===== src/rtl/piso_shift_tx_if.sv =====
// Word-load handshake and framed serial output bundle for piso_shift_tx.
// master = upstream producer / serial observer; slave = the transmitter.
interface piso_shift_tx_if #(
  parameter int WIDTH = 4
);
  logic             load_valid;
  logic             load_ready;
  logic [WIDTH-1:0] parallel_in;
  logic             serial_out;
  logic             serial_valid;
  logic             frame_start;
  logic             done;

  modport master (
    output load_valid,
    output parallel_in,
    input  load_ready,
    input  serial_out,
    input  serial_valid,
    input  frame_start,
    input  done
  );

  modport slave (
    input  load_valid,
    input  parallel_in,
    output load_ready,
    output serial_out,
    output serial_valid,
    output frame_start,
    output done
  );
endinterface


===== src/rtl/piso_shift_tx.sv =====
// Parallel-in/serial-out transmitter with framing strobes and gapless back-to-back loads.
// Define PISO_PARITY_EN to append an even-parity bit (state PAR) after the data bits.
module piso_shift_tx #(
  parameter int WIDTH     = 4,
  parameter bit MSB_FIRST = 1'b1
) (
  input  logic            clk,
  input  logic            rst,
  piso_shift_tx_if.slave  tx
);

  localparam int CW = $clog2(WIDTH + 1);

`ifdef PISO_PARITY_EN
  typedef enum logic [1:0] {IDLE, SHIFT, PAR} state_t;
`else
  typedef enum logic [1:0] {IDLE, SHIFT} state_t;
`endif

  state_t           state, state_nxt;
  logic [WIDTH-1:0] sreg, sreg_nxt;
  logic [CW-1:0]    bit_cnt, bit_cnt_nxt;
  logic             so_q, so_nxt;
  logic             sv_q, sv_nxt;
  logic             fs_q, fs_nxt;
  logic             dn_q, dn_nxt;
  logic             last_bit;
  logic             accept;
  logic             data_end;
`ifdef PISO_PARITY_EN
  logic             par_q, par_nxt;
`endif

  // The shift register is kept pre-advanced so the next bit to send is always at its head.
  function automatic logic head(input logic [WIDTH-1:0] w);
    return MSB_FIRST ? w[WIDTH-1] : w[0];
  endfunction

  function automatic logic [WIDTH-1:0] advance(input logic [WIDTH-1:0] w);
    return MSB_FIRST ? {w[WIDTH-2:0], 1'b0} : {1'b0, w[WIDTH-1:1]};
  endfunction

  assign data_end = (bit_cnt == CW'(WIDTH));

`ifdef PISO_PARITY_EN
  assign last_bit = (state == PAR);
`else
  assign last_bit = (state == SHIFT) && data_end;
`endif

  assign tx.load_ready = (state == IDLE) || last_bit;
  assign accept        = tx.load_valid && tx.load_ready;

  always_ff @(posedge clk) begin
    if (rst) state <= IDLE;
    else     state <= state_nxt;
  end

  always_comb begin
    state_nxt = state;
    unique case (state)
      IDLE:  if (accept) state_nxt = SHIFT;
`ifdef PISO_PARITY_EN
      SHIFT: if (data_end) state_nxt = PAR;
      PAR:   state_nxt = accept ? SHIFT : IDLE;
`else
      SHIFT: if (data_end && !accept) state_nxt = IDLE;
`endif
      default: state_nxt = IDLE;
    endcase
  end

  // Accept can only occur in IDLE or on the last frame bit, so it never collides with mid-frame shifting.
  always_comb begin
    so_nxt      = 1'b0;
    sv_nxt      = 1'b0;
    fs_nxt      = 1'b0;
    dn_nxt      = 1'b0;
    sreg_nxt    = sreg;
    bit_cnt_nxt = '0;
`ifdef PISO_PARITY_EN
    par_nxt     = par_q;
`endif
    if (accept) begin
      so_nxt      = head(tx.parallel_in);
      sv_nxt      = 1'b1;
      fs_nxt      = 1'b1;
      sreg_nxt    = advance(tx.parallel_in);
      bit_cnt_nxt = CW'(1);
`ifdef PISO_PARITY_EN
      par_nxt     = ^tx.parallel_in;
`endif
    end else if (state == SHIFT) begin
      if (!data_end) begin
        so_nxt      = head(sreg);
        sv_nxt      = 1'b1;
        sreg_nxt    = advance(sreg);
        bit_cnt_nxt = bit_cnt + CW'(1);
`ifdef PISO_PARITY_EN
        dn_nxt      = 1'b0;
`else
        dn_nxt      = (bit_cnt == CW'(WIDTH - 1));
`endif
      end
`ifdef PISO_PARITY_EN
      else begin
        so_nxt      = par_q;
        sv_nxt      = 1'b1;
        dn_nxt      = 1'b1;
        bit_cnt_nxt = bit_cnt;
      end
`endif
    end
  end

  always_ff @(posedge clk) begin
    if (rst) begin
      sreg    <= '0;
      bit_cnt <= '0;
      so_q    <= 1'b0;
      sv_q    <= 1'b0;
      fs_q    <= 1'b0;
      dn_q    <= 1'b0;
`ifdef PISO_PARITY_EN
      par_q   <= 1'b0;
`endif
    end else begin
      sreg    <= sreg_nxt;
      bit_cnt <= bit_cnt_nxt;
      so_q    <= so_nxt;
      sv_q    <= sv_nxt;
      fs_q    <= fs_nxt;
      dn_q    <= dn_nxt;
`ifdef PISO_PARITY_EN
      par_q   <= par_nxt;
`endif
    end
  end

  assign tx.serial_out   = so_q;
  assign tx.serial_valid = sv_q;
  assign tx.frame_start  = fs_q;
  assign tx.done         = dn_q;

endmodule


===== src/flat_wrapper.sv =====
// flat-port wrapper written by rule: the top's interface ports become plain ports
module piso_shift_tx_flat 
#(
  parameter int WIDTH     = 4,
  parameter bit MSB_FIRST = 1'b1
)
  (clk, rst, tx_load_valid, tx_parallel_in, tx_load_ready, tx_serial_out, tx_serial_valid, tx_frame_start, tx_done);
  piso_shift_tx_if #(.WIDTH(WIDTH)) tx_i ();
  input  logic clk;
  input  logic rst;
  input wire logic [$bits(tx_i.load_valid)-1:0] tx_load_valid;
  input wire logic [$bits(tx_i.parallel_in)-1:0] tx_parallel_in;
  output wire logic [$bits(tx_i.load_ready)-1:0] tx_load_ready;
  output wire logic [$bits(tx_i.serial_out)-1:0] tx_serial_out;
  output wire logic [$bits(tx_i.serial_valid)-1:0] tx_serial_valid;
  output wire logic [$bits(tx_i.frame_start)-1:0] tx_frame_start;
  output wire logic [$bits(tx_i.done)-1:0] tx_done;
  assign tx_i.load_valid = tx_load_valid;
  assign tx_i.parallel_in = tx_parallel_in;
  assign tx_load_ready = tx_i.load_ready;
  assign tx_serial_out = tx_i.serial_out;
  assign tx_serial_valid = tx_i.serial_valid;
  assign tx_frame_start = tx_i.frame_start;
  assign tx_done = tx_i.done;
  piso_shift_tx #(.WIDTH(WIDTH), .MSB_FIRST(MSB_FIRST)) u_core (.clk(clk), .rst(rst), .tx(tx_i));
endmodule

===== config.mk =====
export PLATFORM = sky130hd
export DESIGN_NAME = piso_shift_tx_flat
export DESIGN_NICKNAME = d
export VERILOG_FILES = /design/src/rtl/piso_shift_tx_if.sv /design/src/rtl/piso_shift_tx.sv /design/src/flat_wrapper.sv
export SDC_FILE = /design/constraint.sdc
export NUM_CORES = 1
export LEC_CHECK = 0
export BUFFER_PORTS_ARGS = -buffer_cell sky130_fd_sc_hd__buf_4
export CAP_MARGIN = 10
export CORE_AREA = 2 2 39 41
export CTS_CLUSTER_DIAMETER = 40
export CTS_CLUSTER_SIZE = 8
export DETAILED_ROUTE_END_ITERATION = 10
export DIE_AREA = 0 0 41 43
export GPL_TIMING_DRIVEN = 0
export HOLD_SLACK_MARGIN = 0.05
export SYNTH_ARGS = -nofsm -noshare
export SYNTH_HDL_FRONTEND = slang
export SYNTH_SLANG_ARGS = --single-unit

===== constraint.sdc =====
create_clock -name clk -period 1.6 [get_ports clk]
set_input_delay 0.32 -clock clk [delete_from_list [all_inputs] [get_ports clk]]
set_output_delay 0.32 -clock clk [all_outputs]
set_load 0.1 [all_outputs]

==> results of run 1 <==
[cell families (layout without fill, tap and decap cells)]
| logic type | Yosys count | count (layout) | synth area share |
|---|---|---|---|
| adders and majority gates | 3 | 3 | 0.0829 |
| and+or+nand+nor | 12 | 12 | 0.157 |
| AOI/OAI and AO/OA | 5 | 5 | 0.102 |
| DFF | 11 | 11 | 0.486 |
| buffers and inverters | 7 | 26 | 0.0607 |
| muxes | 5 | 5 | 0.111 |
[layout by cell type, fill, tap and decap left out]
| cell | count |
|---|---|
| buf_4 | 14 |
| dfxtp_1 | 9 |
| mux2i_1 | 5 |
| clkbuf_4 | 3 |
| inv_1 | 2 |
| inv_2 | 2 |
| clkbuf_1 | 2 |
| a21oi_1 | 2 |
| nor3_1 | 2 |
| nand2b_1 | 2 |
| nor2b_1 | 2 |
| a221oi_1 | 2 |
| nor3b_1 | 2 |
| ha_1 | 2 |
| dfxtp_2 | 2 |
| a21boi_4 | 1 |
| inv_4 | 1 |
| buf_2 | 1 |
| or2_2 | 1 |
| nand2_1 | 1 |
| nand3b_1 | 1 |
| nor2_1 | 1 |
| ha_4 | 1 |
| buf_12 | 1 |
[state kept, by name (all words and copies together) (netlist names)]
name                    flops
u_core.state                1
u_core.sreg                 3
u_core.bit_cnt              3
u_core.tx.serial_out        1
u_core.tx.serial_valid      1
u_core.tx.done              1
u_core.tx.frame_start       1
[synthesized netlist by cell type]
library cell and number:
dfxtp_1 11, mux2i_1 5, inv_1 4, ha_1 3
a21oi_1 2, a221oi_1 2, nand2b_1 2, nor2b_1 2
nor3_1 2, nor3b_1 2, a21boi_4 1, buf_2 1
clkbuf_1 1, inv_2 1, nand2_1 1, nand3b_1 1
nor2_1 1, or2_2 1
[metrics by stage]
| step | cell area [µm²] | TNS [ns] | std cells | power [mW] |
|---|---|---|---|---|
| 6_report | 642 | 0 | 78 | 0.629 |
| 5_1_grt | 642 | -0.00422 | 78 | 0.664 |
| 4_1_cts | 601 | 0 | 74 | 0.624 |
| 3_5_place_dp | 548 | 0 | 69 | 0.424 |
| 3_3_place_gp | 548 | 0 | 69 | 0.422 |
| 2_1_floorplan | 453 | 0 | 43 | 0.394 |
[metal layers]
layer,GRT usage,vias to the layer above
li1,-,183
met1,0.134,171
met2,0.188,11
met3,0.0785,0
met4,0.0200,0
met5,0,-
[power by group through the flow]
stage	Combinational (mW)	Sequential (mW)	Clock [mW]
final	0.146	0.298	0.185
after global routing	0.157	0.300	0.207
after CTS	0.132	0.297	0.195
after detailed placement	0.121	0.303	0
after global placement	0.119	0.303	0
after floorplan	0.0581	0.336	0
[critical path, delay by kind of cell, from the launching register on]
family                     cells  cell delay (ns)
buffers and inverters          3             0.28
AOI/OAI and AO/OA              1             0.18
DFF                            1             0.34
adders and majority gates      1             0.16
[worst min path at each step]
| stage | to | depth (start not counted) |
|---|---|---|
| 6_report | u_core.tx.frame_start | 3 |
| 2_1_floorplan | u_core.tx.serial_out | 2 |
| 5_1_grt | u_core.tx.serial_out | 3 |
| 3_5_place_dp | u_core.tx.serial_out | 2 |
| 3_3_place_gp | u_core.tx.serial_out | 2 |
| 4_1_cts | u_core.tx.serial_out | 3 |
[final cells by class]
type / instances / share of cell area
flip-flops and latches: 11 / 0.347
multi-input cells: 25 / 0.339
repair buffers: 15 / 0.195
clock buffers: 4 / 0.0409
inverters: 5 / 0.0331
well taps: 16 / 0.0312
plain buffers: 2 / 0.0136
[repair_timing]
action / in CTS / in global routing
resized for setup: 6 / 4
endpoints found under the setup margin: 1 / 1
pin swaps: 1 / 2
setup buffers: 1 / 4
==> results.toml, run 1 <==
[worst_setup_path]
worst_setup_path_end_kind = "output pin"
worstRegToRegCells = 7
arrival_ns = 1.23
critical_path.cell_chain = "inv_2 > ha_4 > a21boi_4 > inv_4 > buf_12"
r2r_start = "u_core.bit_cnt[1]"
rrSetupSlack_ns = 0.31
regToRegEndpoint = "u_core.tx.done"
crit_slowest_cell = "dfxtp_2"
crit_path_end = "tx_load_ready"
crit_required_ns = 1.28
startpoint = "u_core.bit_cnt[1]"
slowest_delay_ns = 0.34
crit_path_max_fanout = 6
path_class = "flip-flop to output pin"
cp-start-kind = "flip-flop"

[pwr]
peakVddDrop_uv = 578
power_switching_uw = 183
p_clk_frac = 0.294
power_frac_seq = 0.473
p_leak_nw = 0.288
power.density_mw_per_mm2 = 980
switching_share = 0.290
internal-power_uw = 447
p_comb_frac = 0.232

[flow_run]
cap_viol_max_count = 0

[timing]
fmax_ghz = 0.646
setup_viol = 0
worst_slack_ns = 0.0509
slew_headroom = 0.748
final_max_slew_viol_count = 0
timing.final.crit_share = 0.968
hold_viol = 0
tightestPinTransition_ns = 0.378
fin_crit_ns = 1.55
clock-skew-final_ns = 0.00227
whs_ns = 0.338

[synthesis]
synth-seq-cells = 11
ys_warn_count = 0
synth_area_per_cell_um2 = 10.5
yosysTopAreaCell = "dfxtp_1"
synthTopCellsByArea = "dfxtp_1, mux2i_1, ha_1"
synth_top_cell_area_share = 0.486
synth_seq_area_share = 0.486
synth_area_um2 = 453
syn_nets = 53
syn_inst = 43
yosys.cell_types.count = 18

[global_routing]
grt_max_degree = 11
antenna_found_initial = 0
grt_overflow = 0
grt_pass1_wl_um = 1430
grt_use_total = 0.120
grt_pass1_vias = 365

[floorplan]
die_h_um = 43
pin_count = 12
core_area_mm2 = 0.00138
dieArea_mm2 = 0.00176
initial_core_util = 0.327
row_count = 14
die_w_um = 41

[clock_network]
cts.sinks = 11
cts_root_buf = "clkbuf_4"
cts_tree = "yes"
cts_made_buffers = 3
clk_path_buf_depth = 2
ctsHoldBuffers = 0
clock_latency_ns = 0.26
path_clk_slew_ns = 0.07
cts_htree_levels = 1

[drt]
drt-met1-wl_um = 371
wl_um = 842
viasPerCell = 4.68
drcViolationCount = 0
num_vias = 365
route.met2.wl_um = 403
wire_per_inst_um = 10.8
wl_met3_um = 67
top_layer = "met3"
drtPass1Iterations = 2
drt-initial-drc-count = 2
antenna_left = 0

[status]
outcome = "complete, no violations"

[finish]
syn_to_final_growth_pct = 41.7
fill_cells = 139
fin_nets = 73
final_util = 0.464
diodes = 0
drive_gt1_frac = 0.435
multi_input_area_um2 = 218
seq_area_um2 = 223

[place]
numPortBuffers = 10
dpl_worst_slack_ns = 0.0228
place_hpwl_um = 585
place_congestion = 0.704

[min_path]
hp-start = "rst"
hold_class = "primary input to flip-flop"
Power figures use the tool's default switching activity.
==> run 2: changes to the inputs <==
ABC_AREA = 1   (was unset)
==> results.toml, run 2 <==
[timing]
rsz0062_at_grt = "no"
setup_viol = 0
final_max_slew_viol_count = 0
worst_slack_ns = 0.0881
hold_viol = 0
clock-skew-final_ns = 0.00120
fmax_ghz = 0.661
fin_crit_ns = 1.51
finalSetupTns_ns = 0
timing.final.crit_share = 0.945
slew_headroom = 0.817
tightestPinTransition_ns = 0.277

[worst_setup_path]
cp-start-kind = "flip-flop"
rrSetupSlack_ns = 0.33
arrival_ns = 1.19
r2r_start = "u_core.bit_cnt[0]"
crit_path_max_fanout = 5
regToRegEndpoint = "u_core.tx.done"
startpoint = "u_core.bit_cnt[0]"
worst_setup_path_end_kind = "output pin"
worstRegToRegCells = 8
crit_required_ns = 1.28
path_class = "flip-flop to output pin"
crit_path_end = "tx_load_ready"

[floorplan]
pin_count = 12
die_h_um = 43
dieArea_mm2 = 0.00176
core_area_mm2 = 0.00138
initial_core_util = 0.321
die_w_um = 41
row_count = 14

[clock_network]
cts.sinks = 11
cts_root_buf = "clkbuf_4"
clk_path_buf_depth = 2
ctsHoldBuffers = 0
cts_made_buffers = 3
clock_latency_ns = 0.26
path_clk_slew_ns = 0.07
cts_htree_levels = 1
cts_tree = "yes"

[finish]
layout_commonest_cell = "buf_4"
drive_gt1_frac = 0.333
syn_to_final_growth_pct = 38.9
diodes = 0
mostFrequentLayoutCells = "buf_4, inv_1, dfxtp_1"
fin_nets = 83
top_regs = "u_core.bit_cnt (3), u_core.sreg (3)"

[synthesis]
syn_nets = 63
synthFlopType = "dfxtp_1"
yosysMostFrequentCell = "dfxtp_1"
synth_common_cells = "dfxtp_1, inv_1, nand3_1"
synthTopCellsByArea = "dfxtp_1, nand3_1, ha_1"
synth-seq-cells = 11
synth_top_cell_area_share = 0.496
synth_area_per_cell_um2 = 8.38
syn_inst = 53
yosys.cell_types.count = 12
synth_seq_area_share = 0.496
synth_area_um2 = 444
yosysTopAreaCell = "dfxtp_1"
synth_edf_count = 0
async_flop_share = 0
ys_warn_count = 0

[pwr]
internal-power_uw = 426
power.density_mw_per_mm2 = 981
p_clk_frac = 0.310
switching_share = 0.296
power_switching_uw = 179
power_frac_seq = 0.487
peakVddDrop_uv = 405
p_leak_nw = 0.308
p_comb_frac = 0.203

[place]
numPortBuffers = 11
place_congestion = 0.701
dpl_worst_slack_ns = 0.245
place_hpwl_um = 577

[drt]
wire_per_inst_um = 9.24
antenna_left = 0
wl_um = 813
drt-initial-drc-count = 8
drtPass1Iterations = 4
num_vias = 381
viasPerCell = 4.33
drcViolationCount = 0

[global_routing]
grt_overflow = 0
antenna_found_initial = 0
grt_pass1_vias = 356
grt_max_degree = 9
grt_pass1_wl_um = 1360
grt_use_total = 0.116

[status]
outcome = "complete, no violations"

[min_path]
hold_class = "primary input to flip-flop"

[flow_run]
cap_viol_max_count = 0
-- run 2: cell count changes in the layout (fill, tap and decap cells not counted), moves of 5 or more --
cell     before  now
nand3_1       0    9
inv_1         2   10
nor2_1        1    7
nand2_1       1    7
mux2i_1       5    0
-- run 2: worst min path at each step --
stage,startpoint,endpoint,slack (ns),cells after the start
3_5_place_dp,u_core.sreg[3],u_core.tx.serial_out,0.45,2
5_1_grt,tx_parallel_in[3],u_core.tx.serial_out,0.27,3
2_1_floorplan,rst,u_core.state[0],0.39,1
6_report,tx_parallel_in[3],u_core.tx.serial_out,0.25,3
3_3_place_gp,u_core.sreg[3],u_core.tx.serial_out,0.46,2
4_1_cts,tx_parallel_in[3],u_core.tx.serial_out,0.24,3
-- run 2: worst max-delay path: stages (launching register included) --
cell,delay (ns)
dfxtp_2,0.33
inv_1,0.05
ha_1,0.20
nand2_2,0.09
nand2_4,0.08
buf_12,0.17
-- run 2: power by group through the flow --
stage	clock network, mW	registers [mW]	logic [mW]
floorplan	0	0.332	0.0472
global placement	0	0.301	0.110
detailed placement	0	0.301	0.110
CTS	0.194	0.294	0.112
global route	0.210	0.297	0.132
finish	0.188	0.295	0.123
-- run 2: logic make-up after synthesis --
| family | Yosys count | synth area share |
|---|---|---|
| buffers and inverters | 11 | 0.0986 |
| flip-flops | 11 | 0.496 |
| adder cells (fa/ha/maj) | 3 | 0.0845 |
| AND/OR/NAND/NOR | 28 | 0.321 |
-- run 2: final cells by class --
class / instances / area [µm²]
Clock buffer: 4 / 26.3
Multi-Input combinational cell: 31 / 180
Timing Repair Buffer: 15 / 125
Fill cell: 141 / 767
Sequential cell: 11 / 221
Inverter: 11 / 43.8
Tap cell: 16 / 20.0
-- run 2: stage by stage --
| stage | hold slack (ns) | power (mW) | util | std cells | area (µm²) |
|---|---|---|---|---|---|
| after floorplan | 0.392 | 0.379 | - | 53 | 444 |
| after global placement | 0.456 | 0.410 | 0.395 | 80 | 547 |
| after detailed placement | 0.450 | 0.411 | 0.395 | 80 | 547 |
| after CTS | 0.238 | 0.600 | 0.417 | 84 | 577 |
| after global routing | 0.268 | 0.639 | 0.446 | 88 | 617 |
| final | 0.246 | 0.605 | 0.446 | 88 | 617 |
-- run 2: layer usage --
layer,track usage,vias up,wire length (µm)
met2,0.159,5,446
met1,0.151,175,354
met3,0.0314,0,12
met5,0,-,0
met4,0.0800,0,0
li1,-,201,-
-- run 2: what timing repair did --
action	in CTS	in global routing
endpoints found under the setup margin	1	1
gates cloned	0	0
resized for setup	1	3
setup buffers	0	4
pin swaps	0	2
==> run 3: changes to the inputs <==
clock period = 1.9 ns   (was 1.6 ns; I/O delays follow)
==> results.toml, run 3 (same netlist as run 2, synthesis figures left out) <==
[status]
outcome = "complete, no violations"

[worst_setup_path]
crit_path_end = "tx_load_ready"
cp-start-kind = "flip-flop"
regToRegEndpoint = "u_core.sreg[1]"
path_class = "flip-flop to output pin"
crit_required_ns = 1.52
rrSetupSlack_ns = 0.73
r2r_start = "u_core.bit_cnt[0]"
arrival_ns = 1.32
crit_path_max_fanout = 8
worst_setup_path_end_kind = "output pin"
startpoint = "u_core.bit_cnt[0]"
worstRegToRegCells = 8

[pwr]
peakVddDrop_uv = 332
p_leak_nw = 0.284
finalPower_uw = 497
power.density_mw_per_mm2 = 867

[flow_run]
cap_viol_max_count = 0

[min_path]
hold_class = "primary input to flip-flop"

[floorplan]
row_count = 14
die_h_um = 43
pin_count = 12
dieArea_mm2 = 0.00176
initial_core_util = 0.321
core_area_mm2 = 0.00138
die_w_um = 41

[drt]
drcViolationCount = 0
wire_per_inst_um = 8.61
top_layer = "met3"
wl_um = 723
wl_met3_um = 15
antenna_left = 0
drtPass1Iterations = 4
num_vias = 363
viasPerCell = 4.32
drt-initial-drc-count = 12
drt-met1-wl_um = 327
route.met2.wl_um = 380

[timing]
rsz0062_at_grt = "no"
worst_slack_ns = 0.201
setup_viol = 0
tightestPinTransition_ns = 0.278
slew_headroom = 0.816
whs_ns = 0.303
timing.final.crit_share = 0.894
clock-skew-final_ns = 0.00257
fmax_ghz = 0.589
hold_viol = 0
finalSetupTns_ns = 0
final_max_slew_viol_count = 0
fin_crit_ns = 1.70

[finish]
drive_gt1_frac = 0.279
mostFrequentLayoutCells = "buf_4, dfxtp_1, inv_1"
fill_cells = 142
top_regs = "u_core.bit_cnt (3), u_core.sreg (3)"
fin_nets = 79
diodes = 0
syn_to_final_growth_pct = 29.0

[clock_network]
cts_setup_buffers = 0
ctsHoldBuffers = 0
clock_latency_ns = 0.26
cts_made_buffers = 3
path_clk_slew_ns = 0.07
cts_htree_levels = 1
cts_tree = "yes"
cts-resized-gates = 0
clk_path_buf_depth = 2
cts.sinks = 11
cts_root_buf = "clkbuf_4"

[global_routing]
grt_pass1_wl_um = 1360
grt_overflow = 0
grt_use_total = 0.116
grt_max_degree = 9
grt_pass1_vias = 356
antenna_found_initial = 0

[place]
dpl_worst_slack_ns = 0.485
place_hpwl_um = 577
numPortBuffers = 11
place_congestion = 0.701
==> run 3: changes by cell type in the layout (fill, tap and decap cells not counted) <==
| cell | before | now |
|---|---|---|
| dfxtp_2 | 1 | 0 |
| buf_12 | 1 | 0 |
| buf_4 | 14 | 11 |
| dfxtp_1 | 10 | 11 |
==> run 3: area by class of cell <==
cell class              count  area [µm²]  share of cell area
clock buffers               4        26.3              0.0459
inverters                  11        43.8              0.0764
multi-input cells          31         180               0.314
flip-flops and latches     11         220               0.384
well taps                  16        20.0              0.0349
repair buffers             11        82.6               0.144
==> run 3: how the worst min path moves through the flow <==
stage,slack [ns],startpoint,depth (start not counted),to
finish,0.30,tx_parallel_in[3],3,u_core.tx.serial_out
global route,0.31,tx_parallel_in[3],3,u_core.tx.serial_out
CTS,0.30,tx_parallel_in[3],3,u_core.tx.serial_out
detailed placement,0.45,u_core.sreg[3],2,u_core.tx.serial_out
global placement,0.46,u_core.sreg[3],2,u_core.tx.serial_out
floorplan,0.43,u_core.sreg[3],2,u_core.tx.serial_out
==> run 3: power by group <==
group | internal, mW | total [mW] | switching [mW] | leakage, nW
combinational | 0.0268 | 0.0920 | 0.0652 | 0.179
clock | 0.0811 | 0.157 | 0.0758 | 0.0150
sequential | 0.242 | 0.248 | 0.00589 | 0.0904
total | 0.350 | 0.497 | 0.147 | 0.284
==> run 3: critical path: stages, from the launching register on <==
cell and delay [ns]:
dfxtp_1 0.32, inv_1 0.07, ha_1 0.16, nand2_2 0.09, nand2_4 0.12, buf_4 0.30
==> run 3: per-layer routing <==
layer	GRT usage	vias up
li1	-	193
met1	0.151	165
met2	0.159	5
met3	0.0314	0
met4	0.0800	0
met5	0	-
==> run 3: metrics by stage <==
stage	util	instance area [µm²]	cells
6_report	0.414	573	84
5_1_grt	0.414	573	84
4_1_cts	0.414	573	84
3_5_place_dp	0.395	547	80
3_3_place_gp	0.395	547	80
2_1_floorplan	-	444	53
